`src/rtl/mbufgce_ctrl_pkg.sv`:
```
// Shared state encoding for the MBUFGCE control sequencer.
package mbufgce_ctrl_pkg;

    localparam int STATE_W = 3;

    typedef enum logic [STATE_W-1:0] {
        ST_CLEAR   = 3'd0,
        ST_RELEASE = 3'd1,
        ST_OFF     = 3'd2,
        ST_ON      = 3'd3,
        ST_DRAIN   = 3'd4
    } state_t;

endpackage

```
`src/rtl/mbufgce_ctrl_timer.sv`:
```
// Loadable down-counter that saturates at zero; zero flag is combinational from the count.
module mbufgce_ctrl_timer #(
    parameter int CNT_W = 8
) (
    input  logic             clk,
    input  logic             load,
    input  logic [CNT_W-1:0] load_val,
    output logic             zero
);

    logic [CNT_W-1:0] cnt;

    always_ff @(posedge clk) begin
        if (load) begin
            cnt <= load_val;
        end else if (cnt != '0) begin
            cnt <= cnt - 1'b1;
        end
    end

    assign zero = (cnt == '0);

endmodule

```
`src/rtl/mbufgce_ctrl.sv`:
```
// Sequences CE / CLRB_LEAF of the MBUFGCE wrapper: enable/disable handshake and divider resync.
// All outputs are Moore decodes registered on the same edge as the state.
module mbufgce_ctrl
    import mbufgce_ctrl_pkg::*;
#(
    parameter int CLR_CYCLES    = 4,
    parameter int SETTLE_CYCLES = 8,
    parameter int CNT_W         = 8
) (
    input  logic               clk,
    input  logic               rst,
    input  logic               en_req,
    input  logic               resync_req,
    output logic               ce,
    output logic               clr_n,
    output logic               en_ack,
    output logic               busy,
    output logic               resync_done,
    output logic [STATE_W-1:0] state_o
);

    localparam logic [CNT_W-1:0] CLR_LOAD    = CNT_W'(CLR_CYCLES - 1);
    localparam logic [CNT_W-1:0] SETTLE_LOAD = CNT_W'(SETTLE_CYCLES - 1);

    state_t           state;
    state_t           nxt;
    logic             flag;
    logic             flag_nxt;
    logic             done_nxt;
    logic             tmr_zero;
    logic             tmr_load;
    logic [CNT_W-1:0] tmr_val;

    mbufgce_ctrl_timer #(.CNT_W(CNT_W)) u_timer (
        .clk      (clk),
        .load     (tmr_load),
        .load_val (tmr_val),
        .zero     (tmr_zero)
    );

    // A resync request in any state only sets the flag; the state decides when it acts.
    always_comb begin
        nxt      = state;
        flag_nxt = flag | resync_req;
        done_nxt = 1'b0;
        unique case (state)
            ST_CLEAR: begin
                if (tmr_zero) nxt = ST_RELEASE;
            end
            ST_RELEASE: begin
                if (tmr_zero) begin
                    nxt      = en_req ? ST_ON : ST_OFF;
                    done_nxt = flag_nxt;
                    flag_nxt = 1'b0;
                end
            end
            ST_OFF: begin
                if (resync_req)  nxt = ST_CLEAR;
                else if (en_req) nxt = ST_ON;
            end
            ST_ON: begin
                if (resync_req || !en_req) nxt = ST_DRAIN;
            end
            ST_DRAIN: begin
                if (tmr_zero) nxt = flag_nxt ? ST_CLEAR : ST_OFF;
            end
            default: nxt = ST_CLEAR;
        endcase
    end

    assign tmr_load = rst || (nxt != state);
    assign tmr_val  = (rst || nxt == ST_CLEAR) ? CLR_LOAD : SETTLE_LOAD;

    always_ff @(posedge clk) begin
        if (rst) begin
            state       <= ST_CLEAR;
            flag        <= 1'b0;
            ce          <= 1'b0;
            clr_n       <= 1'b0;
            en_ack      <= 1'b0;
            busy        <= 1'b1;
            resync_done <= 1'b0;
        end else begin
            state       <= nxt;
            flag        <= flag_nxt;
            ce          <= (nxt == ST_ON);
            clr_n       <= (nxt != ST_CLEAR);
            en_ack      <= (nxt == ST_ON);
            busy        <= (nxt == ST_CLEAR) || (nxt == ST_RELEASE) || (nxt == ST_DRAIN);
            resync_done <= done_nxt;
        end
    end

    assign state_o = state;

endmodule

```
`config.mk`:
```
export PLATFORM = sky130hd
export DESIGN_NAME = mbufgce_ctrl
export DESIGN_NICKNAME = d
export VERILOG_FILES = /design/src/rtl/mbufgce_ctrl_pkg.sv /design/src/rtl/mbufgce_ctrl_timer.sv /design/src/rtl/mbufgce_ctrl.sv
export SDC_FILE = /design/constraint.sdc
export NUM_CORES = 1
export LEC_CHECK = 0
export ABC_AREA = 1
export CAP_MARGIN = 20
export CORE_MARGIN = 3
export CORE_UTILIZATION = 40
export CTS_CLUSTER_SIZE = 40
export DETAILED_ROUTE_END_ITERATION = 8
export GPL_ROUTABILITY_DRIVEN = 0
export PLACE_DENSITY = 0.63
export SKIP_CTS_REPAIR_TIMING = 1
export SYNTH_ARGS = -nofsm -noshare
export SYNTH_HDL_FRONTEND = slang
export SYNTH_SLANG_ARGS = --single-unit
```
`constraint.sdc`:
```
create_clock -name clk -period 2.4 [get_ports clk]
set_clock_uncertainty 0.05 [all_clocks]
set_input_delay 0.72 -clock clk [delete_from_list [all_inputs] [get_ports clk]]
set_output_delay 0.72 -clock clk [all_outputs]
set_load 0.01 [all_outputs]
```
==> parameters.txt, run 1 <==
Parameter                              Value

Run status
  Outcome    finished, final reports clean

Timing
  Fin crit share    0.9322
  Count of final setup violators    0
  Worst hold slack across all endpoints    ~0.52 ns
  Max-slew violation count    0
  Worst slew margin relative to its limit    0.8264
  Final Critical Period    ~2.2 ns
  Slew at the pin closest to its max-slew limit    ~0.26 ns
  Number of failing hold endpoints at the final stage    0
  Highest clock frequency the design can meet    447.0 MHz
  Unrepaired setup endpoints after global routing    false

GRT
  GRT Total Usage    0.1409
  Pin count of the biggest net entering global routing    10
  Antenna violations before repair    0
  Wire length of the first global-routing pass    around 2800 um
  Vias in the first global route    about 670
  Remaining global-route overflow    0

Placement
  Placed wire-length estimate after detailed placement    1291 um
  Post-detailed-placement cell area    approximately 1100 um^2
  Port Buffers    11

Routing
  First-iteration detailed-routing DRC count    9
  Post-route ant nets    0
  Count of vias placed by the detailed router    approximately 700
  Wire length per cell after detailed routing    between 10 and 15 um
  Aggregate routed wire length    1630 um
  Pre-antenna DRT Iters    4
  Number of DRC violations after detailed routing    0
  DR vias/cell    ~4.5

Cells and area
  Layout cell share with drive strength beyond 1    0.2443
  Final standard cell area without fillers    approximately 1100 um^2
  # diodes    0
  # fillers    roughly 210
  Total Nets Final    ~140
  Area Growth Syn to Fin    27.30%
  Sequential cell area    400.4 um^2
  Area of the multi-input gates    around 420 um^2
  Final core occ    0.5600

Hold path
  Hold Path Origin    u_timer.cnt[0]
  Depth of the worst hold-timing path    1
  Min-Delay Path Class    reg2reg
  Destination of the worst hold path    u_timer.cnt[0]

Synthesis
  Number of synthesis warnings    0
  Most frequent cell after synthesis    nand2_1
  Commonest cells in the synthesized netlist    nand2_1 (23), inv_1 (16)
  Leading register cell type out of synthesis    edfxtp_1
  Fraction of registers with async set or reset after synthesis    0
  Mapped Nets    ~120
  Number of enable flip-flop cells after synthesis    8
  Synth area leaders    edfxtp_1 (27%), dfxtp_1 (18%), nand2_1 (9.6%), inv_1 (6.7%), nor2_2 (5.6%)
  Sequential-to-total area share from yosys stat    0.4457
  Summed instance area of the synthesized netlist    ~900 um^2
  Proportion of netlist area held by the largest area contributor    0.2674
  FF+latch count, synth    16
  Distinct cell type count of the synthesized netlist    23
  Average instance area after synthesis    roughly 8.2 um^2
  Area leader, netlist    edfxtp_1
  Post-synthesis cell count    approximately 110

Critical path
  Critical path data arrival time    2.23 ns
  Critical register-to-register path endpoint    u_timer.cnt[3]
  Class of the most critical setup path    in2reg
  Startpoint class of the critical path    input pin
  Cell-by-cell listing of the critical path    clkdlybuf4s50_1 > or2_2 > nor2_1 > nand2_1 > nand3_1 > nand2_1 > nand3_1 > nor2_4 > buf_4 > inv_4 > nor2_2
  Required arrival time at the worst endpoint    2.39 ns
  Slowest stage delay, CP    roughly 0.42 ns
  Cell with the largest stage delay on the worst path    clkdlybuf4s50_1
  Kind of end point of the critical path    register
  Reg2Reg Setup Slack    between 0.3 and 0.4 ns
  Largest fanout on the critical path    5
  Length in cells of the worst reg-to-reg path    12
  Startpoint of the most critical register-to-register path    u_timer.cnt[0]

Pwr
  PD cells    just over 900 nW/um^2
  Maximum resistive drop on vdd    between 0.4 and 0.5 mV
  Static leakage    0.5176 nW

Clocking
  H-Tree Level Count    1
  CTS Root Buffer Type    clkbuf_4
  Insertion delay of the later-clocked pin in the worst-skew pair    0.28 ns
  Clock tree buffer depth    2
  Clock tree from TritonCTS    yes
  Number of sinks handled by clock tree synthesis    16
  Number of CTS-inserted buffers    3
  Clock transition at the registers of the reported paths    approximately 0.09 ns

Floorplan
  Initial Util    0.4400
  Core ar.    2042 um^2
  Die width    roughly 53 um
  Die Ht    53.39 um
  I/O pins    12
  Area enclosed by the die boundary    2850 um^2
  Std cell rows    16

Flow run
  Maxcap violations    0
==> cell type report <==
cell class	count	area share
multi-input combinational	74	0.3676
sequential	16	0.3501
timing repair buffer	19	0.1597
inverter	18	0.06127
clock buffer	4	0.03173
tap	27	0.02954
==> routing by layer <==
metal / GRT usage / vias up / routed length, um
met4: 0.03830 / 0 / 10
met5: 0 / - / 0
li1: - / 386 / -
met1: 0.1945 / 311 / 861
met2: 0.2020 / 12 / 693
met3: 0.05352 / 2 / 65
==> where the power goes <==
part | switching [mW] | internal [mW]
clock network | 0.0808 | 0.0922
registers | 0.0540 | 0.375
logic | 0.270 | 0.184
total | 0.405 | 0.651
==> critical path, delay by kind of cell <==
| kind | cells | cell delay, ns |
|---|---|---|
| simple gates | 8 | 0.85 |
| buf+inv | 3 | 0.66 |
==> per-stage QoR <==
stage,std cells,setup slack [ns],TNS (ns),power (mW)
CTS,158,0.1677,0,1.071
detailed placement,154,-0.1279,-1.682,0.8943
finish,158,0.1628,0,1.056
global placement,154,-0.09334,-1.300,0.8877
global route,158,0.04220,0,1.149
floorplan,109,0.3462,0,0.7703
==> cells by family after synthesis <==
family,after synthesis,share of synthesized area
fa+ha+maj,2,0.02785
flops,16,0.4457
xor+xnor,6,0.05850
buf+inv,19,0.08636
compound gates,6,0.03621
simple gates,60,0.3454
==> how the worst max path moves through the flow <==
| stage | startpoint | to | slack, ns | cells past startpoint |
|---|---|---|---|---|
| 4_1_cts | resync_req | u_timer.cnt[3] | 0.17 | 11 |
| 2_1_floorplan | resync_req | u_timer.cnt[0] | 0.35 | 8 |
| 3_3_place_gp | resync_req | u_timer.cnt[3] | -0.09 | 11 |
| 5_1_grt | resync_req | u_timer.cnt[2] | 0.04 | 11 |
| 6_report | resync_req | u_timer.cnt[3] | 0.16 | 11 |
| 3_5_place_dp | resync_req | u_timer.cnt[3] | -0.13 | 11 |
==> state kept, by name, summed over array words and instances, names as in the netlist <==
name	flops
resync_done	1
clr_n	1
flag	1
busy	1
en_ack	1
u_timer.cnt	8
state_o	3
==> cell usage in the layout, fill, tap and decap left out, drive strengths merged <==
master         Yosys  final
a21oi              4      4
buf                1      8
clkbuf             0      4
clkdlybuf4s50      0     11
dfxtp              8      8
edfxtp             8      8
ha                 2      2
inv               18     18
nand2             28     28
nand3              9      9
nand4              1      1
nor2              18     18
nor3               3      3
o211ai             1      1
o21ai              1      1
or2                1      1
xnor2              1      1
xor2               5      5
(Power assumes the default switching activity.)
==> run 2: changes to the inputs <==
Settings changed: CAP_MARGIN 20 to default.
==> results of run 2 <==
Same layout as run 1: the final DEF is identical, and so are final timing and power.
==> run 3: changes to the inputs <==
Settings changed: CORE_UTILIZATION 40 to 50, PLACE_DENSITY 0.63 to 0.76.
==> parameters.txt, run 3 (same netlist as run 1, synthesis figures left out) <==
Parameter                              Value

Timing
  Slew at the pin closest to its max-slew limit    between 0.2 and 0.3 ns
  Number of failing hold endpoints at the final stage    0
  Count of final setup violators    0
  Final Critical Period    around 2.2 ns
  Unrepaired setup endpoints after global routing    false
  Setup TNS    0 ns
  Max-slew violation count    0
  Fin crit share    0.9299
  Highest clock frequency the design can meet    448.1 MHz
  Worst slew margin relative to its limit    0.8142

Routing
  Number of DRC violations after detailed routing    0
  Pre-antenna DRT Iters    5
  Wire length per cell after detailed routing    10.33 um
  Post-route ant nets    0
  Aggregate routed wire length    between 1500 and 2000 um
  DR vias/cell    roughly 4.7
  First-iteration detailed-routing DRC count    24
  Count of vias placed by the detailed router    between 700 and 800

Cells and area
  Most frequent cells in the layout    nand2_1 (23), inv_1 (16), clkdlybuf4s50_1 (11)
  Max reg flops    8
  Area Growth Syn to Fin    22.70%
  # fillers    between 100 and 150
  Commonest non-fill, non-tap cell in the layout    nand2_1
  Area of the multi-input gates    ~420 um^2
  Final standard cell count with taps included and fillers excluded    150
  Final standard cell area without fillers    between 1000 and 1500 um^2
  Largest Register    u_timer.cnt
  Layout cell share with drive strength beyond 1    0.2143
  Total Nets Final    133
  Sequential cell area    roughly 400 um^2
  # diodes    0

Placement
  Placed wire-length estimate after detailed placement    1197 um
  Port Buffers    11
  Post-detailed-placement cell area    around 1100 um^2
  Number of placed instances with taps included    146

Critical path
  Count of buffering cells on the critical path with inverters included    3
  Cell with the largest stage delay on the worst path    clkdlybuf4s50_1
  Startpoint of the most critical register-to-register path    u_timer.cnt[0]
  Class of the most critical setup path    in2reg
  Reg2Reg Setup Slack    0.36 ns
  Length in cells of the worst reg-to-reg path    12
  Critical path data arrival time    approximately 2.2 ns
  Cell-by-cell listing of the critical path    clkdlybuf4s50_1 > or2_2 > nor2_1 > nand2_1 > nand3_1 > nand2_1 > nand3_1 > nor2_4 > buf_4 > inv_4 > nor2_2
  Slowest stage delay, CP    a little over 0.4 ns
  Startpoint class of the critical path    input pin
  Top delay family on crit path    simple AND/OR/NAND/NOR gates
  Critical register-to-register path endpoint    u_timer.cnt[3]
  Kind of end point of the critical path    register
  Largest fanout on the critical path    5
  Required arrival time at the worst endpoint    approximately 2.4 ns

Clocking
  Clock tree from TritonCTS    yes
  Number of sinks handled by clock tree synthesis    16
  Clock tree buffer depth    2
  H-Tree Level Count    1
  Number of CTS-inserted buffers    3
  Clock transition at the registers of the reported paths    ~0.090 ns
  Insertion delay of the later-clocked pin in the worst-skew pair    roughly 0.29 ns
  CTS Root Buffer Type    clkbuf_4

Hold path
  Destination of the worst hold path    u_timer.cnt[0]
  Depth of the worst hold-timing path    1
  Min-Delay Path Class    reg2reg
  Hold Path Origin    u_timer.cnt[0]

Floorplan
  Initial Util    0.5636
  Die width    between 40 and 50 um
  Die Ht    between 40 and 50 um
  Core ar.    1594 um^2
  I/O pins    12
  Area enclosed by the die boundary    roughly 2300 um^2
  Std cell rows    14

Pwr
  Static leakage    roughly 0.5 nW
  PD cells    roughly 950 nW/um^2
  Pwr Total    roughly 1.1 mW
  Maximum resistive drop on vdd    ~0.67 mV

Flow run
  Maxcap violations    0

GRT
  Remaining global-route overflow    0
  Pin count of the biggest net entering global routing    10
  Wire length of the first global-routing pass    between 2000 and 3000 um
  GRT Total Usage    0.1526
  Vias in the first global route    approximately 640
  Antenna violations before repair    0

Run status
  Outcome    finished, final reports clean
## run 3: worst max-delay path by stage
stage / startpoint / to / slack, ns / cells past startpoint
global placement: resync_req / u_timer.cnt[6] / -0.08 / 10
global route: resync_req / u_timer.cnt[2] / 0.08 / 11
floorplan: resync_req / u_timer.cnt[0] / 0.35 / 8
finish: resync_req / u_timer.cnt[3] / 0.17 / 11
detailed placement: resync_req / u_timer.cnt[3] / -0.11 / 11
CTS: resync_req / u_timer.cnt[3] / 0.20 / 11
## run 3: stage by stage
step	worst slack [ns]	utilization	hold WS, ns
2_1_floorplan	0.3462	-	0.4783
3_3_place_gp	-0.07966	0.6688	0.5096
3_5_place_dp	-0.1121	0.6688	0.5025
4_1_cts	0.1990	0.6915	0.5214
5_1_grt	0.07508	0.6915	0.5249
6_report	0.1683	0.6915	0.5203
## run 3: where the power goes
| part | switching [mW] | internal, mW | total (mW) | leakage [nW] |
|---|---|---|---|---|
| registers | 0.0540 | 0.375 | 0.429 | 0.156 |
| logic | 0.269 | 0.177 | 0.446 | 0.317 |
| clock network | 0.0837 | 0.0925 | 0.176 | 0.0210 |
| total | 0.406 | 0.644 | 1.05 | 0.495 |
## run 3: final cells by class
type | count | share of cell area
multi-input combinational | 74 | 0.3814
sequential | 16 | 0.3632
inverter | 18 | 0.06356
clock buffer | 4 | 0.03292
tap | 24 | 0.02724
timing repair buffer | 14 | 0.1317
## run 3: metal layers
metal / vias to the layer above / part of all wire / track usage / wire length (um)
met5: - / 0 / 0 / 0
met4: 0 / 0.023 / 0.07109 / 35
met3: 7 / 0.052 / 0.05521 / 80
met2: 21 / 0.40 / 0.2179 / 616
met1: 299 / 0.53 / 0.2051 / 818
li1: 380 / - / - / -
